--- src/rtl/cpu_types_pkg.sv ---
// Shared CPU front-end types: machine word, fetch FSM states and the
// fetch queue entry carried from instruction fetch to decode.
package cpu_types_pkg;

  localparam int ADDR_W = 32;

  typedef logic [ADDR_W-1:0] word_t;

  // Fetch FSM states
  //   IDLE | no request outstanding; launches when the queue has room
  //   REQ  | read held on the memory port, result will be kept
  //   DROP | read held on the memory port, result will be thrown away
  typedef enum logic [1:0] {
    IDLE = 2'd0,
    REQ  = 2'd1,
    DROP = 2'd2
  } fetch_state_t;

  typedef struct packed {
    word_t instr;
    word_t npc;
  } fetch_entry_t;

  localparam word_t PC_INC = 32'd4;

  // Sequential next-PC; 32-bit wrap-around is intended.
  function automatic word_t next_pc(input word_t addr, input word_t inc);
    return addr + inc;
  endfunction

endpackage

--- src/rtl/instr_fetch_if.sv ---
// Fetch unit bus: PC handshake, instruction memory port and the
// valid/ready link to decode, bundled so the environment connects once.
interface instr_fetch_if;
  import cpu_types_pkg::*;

  // program counter side
  word_t imemaddr;
  logic  pc_en;
  logic  flush;

  // instruction memory side
  logic  iREN;
  word_t iaddr;
  logic  ihit;
  word_t iload;

  // decode side
  word_t instr_out;
  word_t npc_out;
  logic  valid_out;
  logic  ready_in;

  // fetch unit view
  modport master (
    input  imemaddr, flush, ihit, iload, ready_in,
    output pc_en, iREN, iaddr, instr_out, npc_out, valid_out
  );

  // environment view (PC, memory, decode)
  modport slave (
    output imemaddr, flush, ihit, iload, ready_in,
    input  pc_en, iREN, iaddr, instr_out, npc_out, valid_out
  );

endinterface

--- src/rtl/fetch_queue.sv ---
// Two-entry circular buffer of fetched words. A clear wins over any
// push or pop in the same cycle; the head reads zero when empty so
// decode never sees a stale entry.
module fetch_queue
  import cpu_types_pkg::*;
(
  input  logic         clk_i,
  input  logic         rst_i,
  input  logic         push_i,
  input  logic         pop_i,
  input  logic         clr_i,
  input  fetch_entry_t din_i,
  output fetch_entry_t head_o,
  output logic [1:0]   count_o,
  output logic         empty_o,
  output logic         full_o
);

  fetch_entry_t mem_q [2];
  logic         wr_ptr_q;
  logic         rd_ptr_q;
  logic [1:0]   count_q;

  logic do_push;
  logic do_pop;

  // status flags and qualified push/pop
  always_comb begin
    empty_o = (count_q == 2'd0);
    full_o  = (count_q == 2'd2);
    do_pop  = pop_i && !empty_o;
    do_push = push_i && (!full_o || do_pop);
    count_o = count_q;
    head_o  = empty_o ? '0 : mem_q[rd_ptr_q];
  end

  // pointer and occupancy update
  always_ff @(posedge clk_i) begin
    if (rst_i || clr_i) begin
      wr_ptr_q <= 1'b0;
      rd_ptr_q <= 1'b0;
      count_q  <= 2'd0;
    end else begin
      if (do_push) wr_ptr_q <= ~wr_ptr_q;
      if (do_pop)  rd_ptr_q <= ~rd_ptr_q;
      unique case ({do_push, do_pop})
        2'b10:   count_q <= count_q + 2'd1;
        2'b01:   count_q <= count_q - 2'd1;
        default: count_q <= count_q;
      endcase
    end
  end

  // entry storage; contents are don't-care until written
  always_ff @(posedge clk_i) begin
    if (rst_i) begin
      mem_q[0] <= '0;
      mem_q[1] <= '0;
    end else if (do_push && !clr_i) begin
      mem_q[wr_ptr_q] <= din_i;
    end
  end

endmodule

--- src/rtl/instr_fetch.sv ---
// Instruction fetch unit: launches one held read at a time, advances
// the PC on each kept hit, and queues {instr, npc} for decode. A flush
// empties the queue and turns an unfinished read into a drop.
module instr_fetch #(
  parameter int unsigned DEPTH  = 2,
  parameter logic [31:0] PC_INC = 32'd4
) (
  input  logic          CLK,
  input  logic          RST,
  instr_fetch_if.master bus
);
  import cpu_types_pkg::*;

  fetch_state_t state_q;
  word_t        req_addr_q;

  fetch_entry_t push_entry;
  fetch_entry_t head;
  logic [1:0]   count;
  logic         q_empty;
  logic         q_full;
  logic         push;
  logic         pop;
  logic         room;

  // only a two-entry queue exists, so room means fewer than DEPTH entries
  assign room = (count < 2'(DEPTH)) && !q_full;

  // request FSM; memory needs a started read to complete, so a flush
  // during a wait parks in DROP until the hit arrives
  always_ff @(posedge CLK) begin
    if (RST) begin
      state_q    <= IDLE;
      req_addr_q <= '0;
    end else begin
      unique case (state_q)
        IDLE: begin
          if (!bus.flush && room) begin
            state_q    <= REQ;
            req_addr_q <= bus.imemaddr;
          end
        end
        REQ: begin
          if (bus.ihit)       state_q <= IDLE;
          else if (bus.flush) state_q <= DROP;
        end
        DROP: begin
          if (bus.ihit) state_q <= IDLE;
        end
        default: state_q <= IDLE;
      endcase
    end
  end

  // memory port, PC strobe and queue controls
  always_comb begin
    bus.iREN         = (state_q == REQ) || (state_q == DROP);
    bus.iaddr        = bus.iREN ? req_addr_q : '0;
    push             = (state_q == REQ) && bus.ihit && !bus.flush;
    bus.pc_en        = push;
    push_entry.instr = bus.iload;
    push_entry.npc   = next_pc(req_addr_q, PC_INC);
  end

  // decode handshake
  always_comb begin
    bus.valid_out = !q_empty;
    pop           = bus.valid_out && bus.ready_in;
    bus.instr_out = head.instr;
    bus.npc_out   = head.npc;
  end

  fetch_queue u_fetch_queue (
    .clk_i   (CLK),
    .rst_i   (RST),
    .push_i  (push),
    .pop_i   (pop),
    .clr_i   (bus.flush),
    .din_i   (push_entry),
    .head_o  (head),
    .count_o (count),
    .empty_o (q_empty),
    .full_o  (q_full)
  );

endmodule

--- src/flat_wrapper.sv ---
// flat-port wrapper written by rule: the top's interface ports become plain ports
module instr_fetch_flat import cpu_types_pkg::*;
#(
  parameter int unsigned DEPTH  = 2,
  parameter logic [31:0] PC_INC = 32'd4
)
  (CLK, RST, bus_imemaddr, bus_flush, bus_ihit, bus_iload, bus_ready_in, bus_pc_en, bus_iREN, bus_iaddr, bus_instr_out, bus_npc_out, bus_valid_out);
  instr_fetch_if bus_i ();
  input  logic CLK;
  input  logic RST;
  input wire logic [$bits(bus_i.imemaddr)-1:0] bus_imemaddr;
  input wire logic [$bits(bus_i.flush)-1:0] bus_flush;
  input wire logic [$bits(bus_i.ihit)-1:0] bus_ihit;
  input wire logic [$bits(bus_i.iload)-1:0] bus_iload;
  input wire logic [$bits(bus_i.ready_in)-1:0] bus_ready_in;
  output wire logic [$bits(bus_i.pc_en)-1:0] bus_pc_en;
  output wire logic [$bits(bus_i.iREN)-1:0] bus_iREN;
  output wire logic [$bits(bus_i.iaddr)-1:0] bus_iaddr;
  output wire logic [$bits(bus_i.instr_out)-1:0] bus_instr_out;
  output wire logic [$bits(bus_i.npc_out)-1:0] bus_npc_out;
  output wire logic [$bits(bus_i.valid_out)-1:0] bus_valid_out;
  assign bus_i.imemaddr = bus_imemaddr;
  assign bus_i.flush = bus_flush;
  assign bus_i.ihit = bus_ihit;
  assign bus_i.iload = bus_iload;
  assign bus_i.ready_in = bus_ready_in;
  assign bus_pc_en = bus_i.pc_en;
  assign bus_iREN = bus_i.iREN;
  assign bus_iaddr = bus_i.iaddr;
  assign bus_instr_out = bus_i.instr_out;
  assign bus_npc_out = bus_i.npc_out;
  assign bus_valid_out = bus_i.valid_out;
  instr_fetch #(.DEPTH(DEPTH), .PC_INC(PC_INC)) u_core (.CLK(CLK), .RST(RST), .bus(bus_i));
endmodule
--- config.mk ---
export PLATFORM = sky130hd
export DESIGN_NAME = instr_fetch_flat
export DESIGN_NICKNAME = d
export VERILOG_FILES = /design/src/rtl/cpu_types_pkg.sv /design/src/rtl/instr_fetch_if.sv /design/src/rtl/fetch_queue.sv /design/src/rtl/instr_fetch.sv /design/src/flat_wrapper.sv
export SDC_FILE = /design/constraint.sdc
export NUM_CORES = 1
export LEC_CHECK = 0
export BUFFER_PORTS_ARGS = -buffer_cell sky130_fd_sc_hd__buf_2
export CORE_MARGIN = 2
export CORE_UTILIZATION = 40
export CTS_BUF_LIST = sky130_fd_sc_hd__clkbuf_2
export CTS_CLUSTER_SIZE = 16
export DETAILED_ROUTE_END_ITERATION = 7
export PLACE_DENSITY = 0.62
export RECOVER_POWER = 100
export SYNTH_ARGS = -nofsm -noshare
export SYNTH_HDL_FRONTEND = slang
export SYNTH_SLANG_ARGS = --single-unit
--- constraint.sdc ---
create_clock -name CLK -period 15.92 [get_ports CLK]
set_input_delay 1.592 -clock CLK [delete_from_list [all_inputs] [get_ports CLK]]
set_output_delay 1.592 -clock CLK [all_outputs]
set_load 0.05 [all_outputs]
Word level (Yosys, flattened, before mapping)
Memories as Yosys holds them, arrays and structs flattened. A register that Yosys moved wholly into a read port is not among the register bits.
Cells that the tools add are included.
Widths: inputs -> output; s select.
Storage, ports and cells
  input bits: 69
  bits in registers: 38
  memory bits (writable): 128
  output and inout port bits: 99
  word-level logic and storage cells: 58
  memories: 1
Memories
  u_core.u_fetch_queue.mem_q: words 2, bits a word 64, read ports 1, clocked after Yosys merged registers in 1, wr ports 2, line fetch_queue.sv:19  | fetch_entry_t mem_q [2];
Operators by class
  multiplexer cells: 18
  equal/unequal tests: 8
  reduce and logical (&&, ||, !) cells: 20
  $add $sub $neg: 3
  bitwise operators: 2
  $lt $le $gt $ge: 1
Operator list (number)
  $mux 64: 2
  $reduce_or 64->1: 1
  $add 32x3->32 const B: 1
  $mux 32: 1
  $mux 1: 9
  $logic_and 1x1->1: 8
  $mux 2: 4
  $eq 2x2->1 const B: 3
  $pmux 2 s3: 1
  $eq 2x1->1 const B: 2
  $logic_not 2->1: 2
  $pmux 2 s2: 1
  $logic_not 1->1: 3
  $logic_or 1x1->1: 3
  $ne 3x3->1 const B: 1
  $reduce_and 3->1: 1
  $add 2x1->2 const B: 1
  $lt 2x2->1 const B: 1
  $ne 2x1->1 const B: 1
  $ne 2x2->1 const B: 1
  $not 1->1: 2
  $reduce_and 2->1: 1
  $reduce_bool 2->1: 1
  $sub 2x1->2 const B: 1

Depth between registers and ports, before layout
  depth in word-level cells: 12
  depth in mapped cells: 8
  gate-level depth less buffers: 6

Cells and area by module
Synthesis repeated with hierarchy kept, for this count alone.
Unflattened totals
  cells, all modules: 715
  area total of the unflattened synthesis: 8084.0 um2
Modules (own cells, without submodules)
  fetch_queue: cells an instance 441, sequential area each 3943.8 um2, times used 1, area each 6019.5 um2
  instr_fetch: cells an instance 274, sequential area each 680.7 um2, times used 1, area each 2064.5 um2

Worst setup path after synthesis
OpenSTA, ideal clock, no wires.
  path kind: input-to-reg
  from: in bus_flush
  to: mem u_core.u_fetch_queue.mem_q[0][0] in the netlist's numbering, enable pin
  setup slack: 8.620 ns
  data required time: 15.339 ns
  stages: 2
  data arrival time: 6.719 ns
  path buffers: 0
  library setup time: 0.581 ns
  cells stage by stage: nand3b_1 -> o31ai_1
RTL lines
  from (decl): line flat_wrapper.sv:12  | input wire logic [$bits(bus_i.flush)-1:0] bus_flush;
  to (decl): line fetch_queue.sv:19

==> results.md <==
* First-pass GRT wire length at 27.3 mm
* Cell Area, Placed at 8970 µm²
* Fin crit period at 5.88 ns
* Hold EP: u_core.state_q[0]
* Post-route cell area at 9110 µm²
* CTS tree: built
* Post-DR vias/cell at 4.83
* RSZ-0062 raised after global routing: no
* Placer Congestion at 0.744
* Final worst slack at 10.04 ns
* Root buf cell: clkbuf_2
* Failing checks: max-capacitance violations, max-slew violations
* NumNets Final at 957
* Place WS at 11.79 ns
* Post-synth cell types at 36
* HPWL Detailed at 11.3 mm
* Comb power frac at 11.0%
* CTS Hold Bufs at 0
* Count leader, synth: edfxtp_1
* Adder-Cell Fraction of Synth Area at 0.791%
* CP startpoint: RST
* Cell taking the most area after synthesis: edfxtp_1
* CP Class: in -> reg
* Overflow after GRT at 0
* Net Sw Frac at 26.5%
* Die area at 20900 µm²
* Starting density of the core at 40.8%
* Worst Reg-to-Reg Cells at 7
* Worst R2R Setup Slack at 11.31 ns
* # rows at 51
* Clk_skew at 0.0283 ns
* Status: finished with violations
* Crit path launch type: primary input
* Setup repair bufs after CTS at 0
* Antenna viol nets, final at 0
* Max VDD drop at 0.0427 mV
* Worst Tran Pin Value at 3.79 ns
* Main combinational cell family by area after synthesis: simple AND/OR/NAND/NOR gates
* Reg2reg end: u_core.u_fetch_queue.mem_q[1][46]
* CTS H-Tree Depth at 4
* Layout cells sized above 1 at 12.2%
* Worst rel slew slack at -153%
* Highest clock rate at 170 MHz
* Compound-Gate Fraction of Synth Area at 5.43%
* Clock transition at path regs at 0.23 ns
* Area contributors post-synth: edfxtp_1 (49%), dfxtp_1 (9.9%), mux2i_1 (8.2%), and2_1 (8.2%), nor2_1 (4.8%)
* Initial drt markers at 232
* Worst Hold Launch: u_core.state_q[0]
* CTS buffer count at 17
* Max-slew violation count at 272
* Hold WS at 0.521 ns
* Post-Synth Simple-Gate Area at 22.2%
* Number of synthesized flops with an enable pin at 128
* Final wirelength at 17.5 mm
* Seq pwr share at 58.6%
* Top cell type's share of synthesized area at 48.6%
* Synth Area in XOR/XNOR at 1.99%
* Commonest cells post-synth: edfxtp_1 (128), and2_1 (103), nor2_1 (102), nand2_1 (80), mux2i_1 (65)
* Sink Count at 167
* WP data arrival at 6.12 ns
* Final hold violation count at 0
* Switch Pwr at 0.230 mW
* # IOs at 168
* Drt pass-1 iters at 5
* Ys async rst share at 0%
* Largest net degree at the start of global routing at 66
* Vias at 5616
* Clk pwr share at 30.3%
* Ys flop type: edfxtp_1
* Register area share after synthesis at 58.5%
* Mapped Area at 7910 µm²
* Final setup viols at 0
* Mapped Cells at 738
* Initial antenna violation count at 1
* Syn. warnings at 0
* Fin crit share at 36.9%
* Final setup TNS at 0 ns
* IO buf count at 167
* Worst EP required at 16.16 ns
* Core Box Area at 19400 µm²
* Static Leakage at 3.04 nW
* WL/cell at 15.1 µm
* GRT Overall Usage at 17.0%
* FILL cells at 1920
* Post-CTS sizing at 0
* # DRC at 0
* Vias in the first global route at 5285
* Die height at 145 µm
* Mux share of post-synthesis cell area at 8.23%
* CP max FO at 64
* Hold Crit Depth at 2
* Area Overhead vs Synth at 15.3%
* Synthesized area per cell at 10.7 µm²
* Later-pin clock latency in the skew report at 0.71 ns
* Max-cap violations at 5
* Min-delay worst type: reg -> reg
* Pint at 0.639 mW
* Synthesized flop and latch total at 167
* Syn_nets at 812
* Clk buf depth at 2
* Post-route core utilization at 47.0%
* Power per cell area at 95.3 nW/µm²
* Worst setup EP type: flip-flop
* DIE WIDTH at 145 µm
* Reg-to-reg startpoint: u_core.state_q[1]
[routing by layer]
| metal | wire length (µm) | track usage, % | vias up |
|---|---|---|---|
| li1 | - | - | 2858 |
| met1 | 8350 | 23.7 | 2587 |
| met2 | 8020 | 26.8 | 158 |
| met3 | 971 | 3.68 | 13 |
| met4 | 158 | 5.21 | 0 |
| met5 | 0 | 0 | - |
[power by group through the flow]
stage / sequential, mW / combinational (mW) / clock [mW]
after global routing: 0.513 / 0.106 / 0.288
after CTS: 0.508 / 0.0990 / 0.272
after detailed placement: 0.517 / 0.0986 / 0
after floorplan: 0.513 / 0.0717 / 0
after global placement: 0.516 / 0.0983 / 0
final: 0.509 / 0.0958 / 0.264
[state kept, by name, indices dropped and copies added (netlist names), named ones only]
name / count
u_core.u_fetch_queue.wr_ptr_q: 1
u_core.u_fetch_queue.count_o: 2
u_core.u_fetch_queue.mem_q: 128
u_core.req_addr_q: 32
u_core.u_fetch_queue.rd_ptr_q: 1
u_core.state_q: 2
[critical path, stage by stage]
cell      delay, ns
clkbuf_1       1.28
inv_1          0.37
o31ai_4        0.14
clkbuf_1       2.69
[metrics by stage]
stage	total power [mW]	cells
after CTS	0.879	1161
after floorplan	0.585	738
after global routing	0.908	1162
final	0.869	1162
after global placement	0.615	1129
after detailed placement	0.616	1129
[worst max-delay path by stage]
stage	end	cells past startpoint	slack (ns)
6_report	u_core.u_fetch_queue.mem_q[0][32]	4	10.04
2_1_floorplan	u_core.u_fetch_queue.mem_q[0][0]	2	8.62
4_1_cts	bus_npc_out[3]	4	11.47
3_3_place_gp	bus_pc_en	4	11.81
3_5_place_dp	bus_pc_en	4	11.79
5_1_grt	bus_valid_out	4	9.62
[final cells by class]
cell class	instances	area, µm²	share of cell area [%]
clock inverters	14	206	2.26
multi-input cells	513	3080	33.8
clock buffers	18	90.1	0.988
inverters	10	37.5	0.412
diodes	1	2.50	0.0275
repair buffers	174	739	8.11
well taps	265	332	3.64
flip-flops and latches	167	4630	50.8
[logic make-up after synthesis]
kind of cell	after synthesis
compound gates	79
xor+xnor	18
flops	167
fa+ha+maj	5
simple gates	346
mux	65
buf+inv	58
[cells in the final DEF, fill, tap and decap left out, types with 18 or more instances in the layout]
cell / Yosys / routed
clkbuf_2: 0 / 18
nor2_1: 102 / 101
buf_2: 1 / 66
a21oi_1: 62 / 62
dfxtp_1: 39 / 38
edfxtp_1: 128 / 128
nand2_1: 80 / 79
and2_1: 103 / 69
and2_0: 0 / 34
clkbuf_1: 35 / 107
mux2i_1: 65 / 65
(Power assumes the default switching activity.)
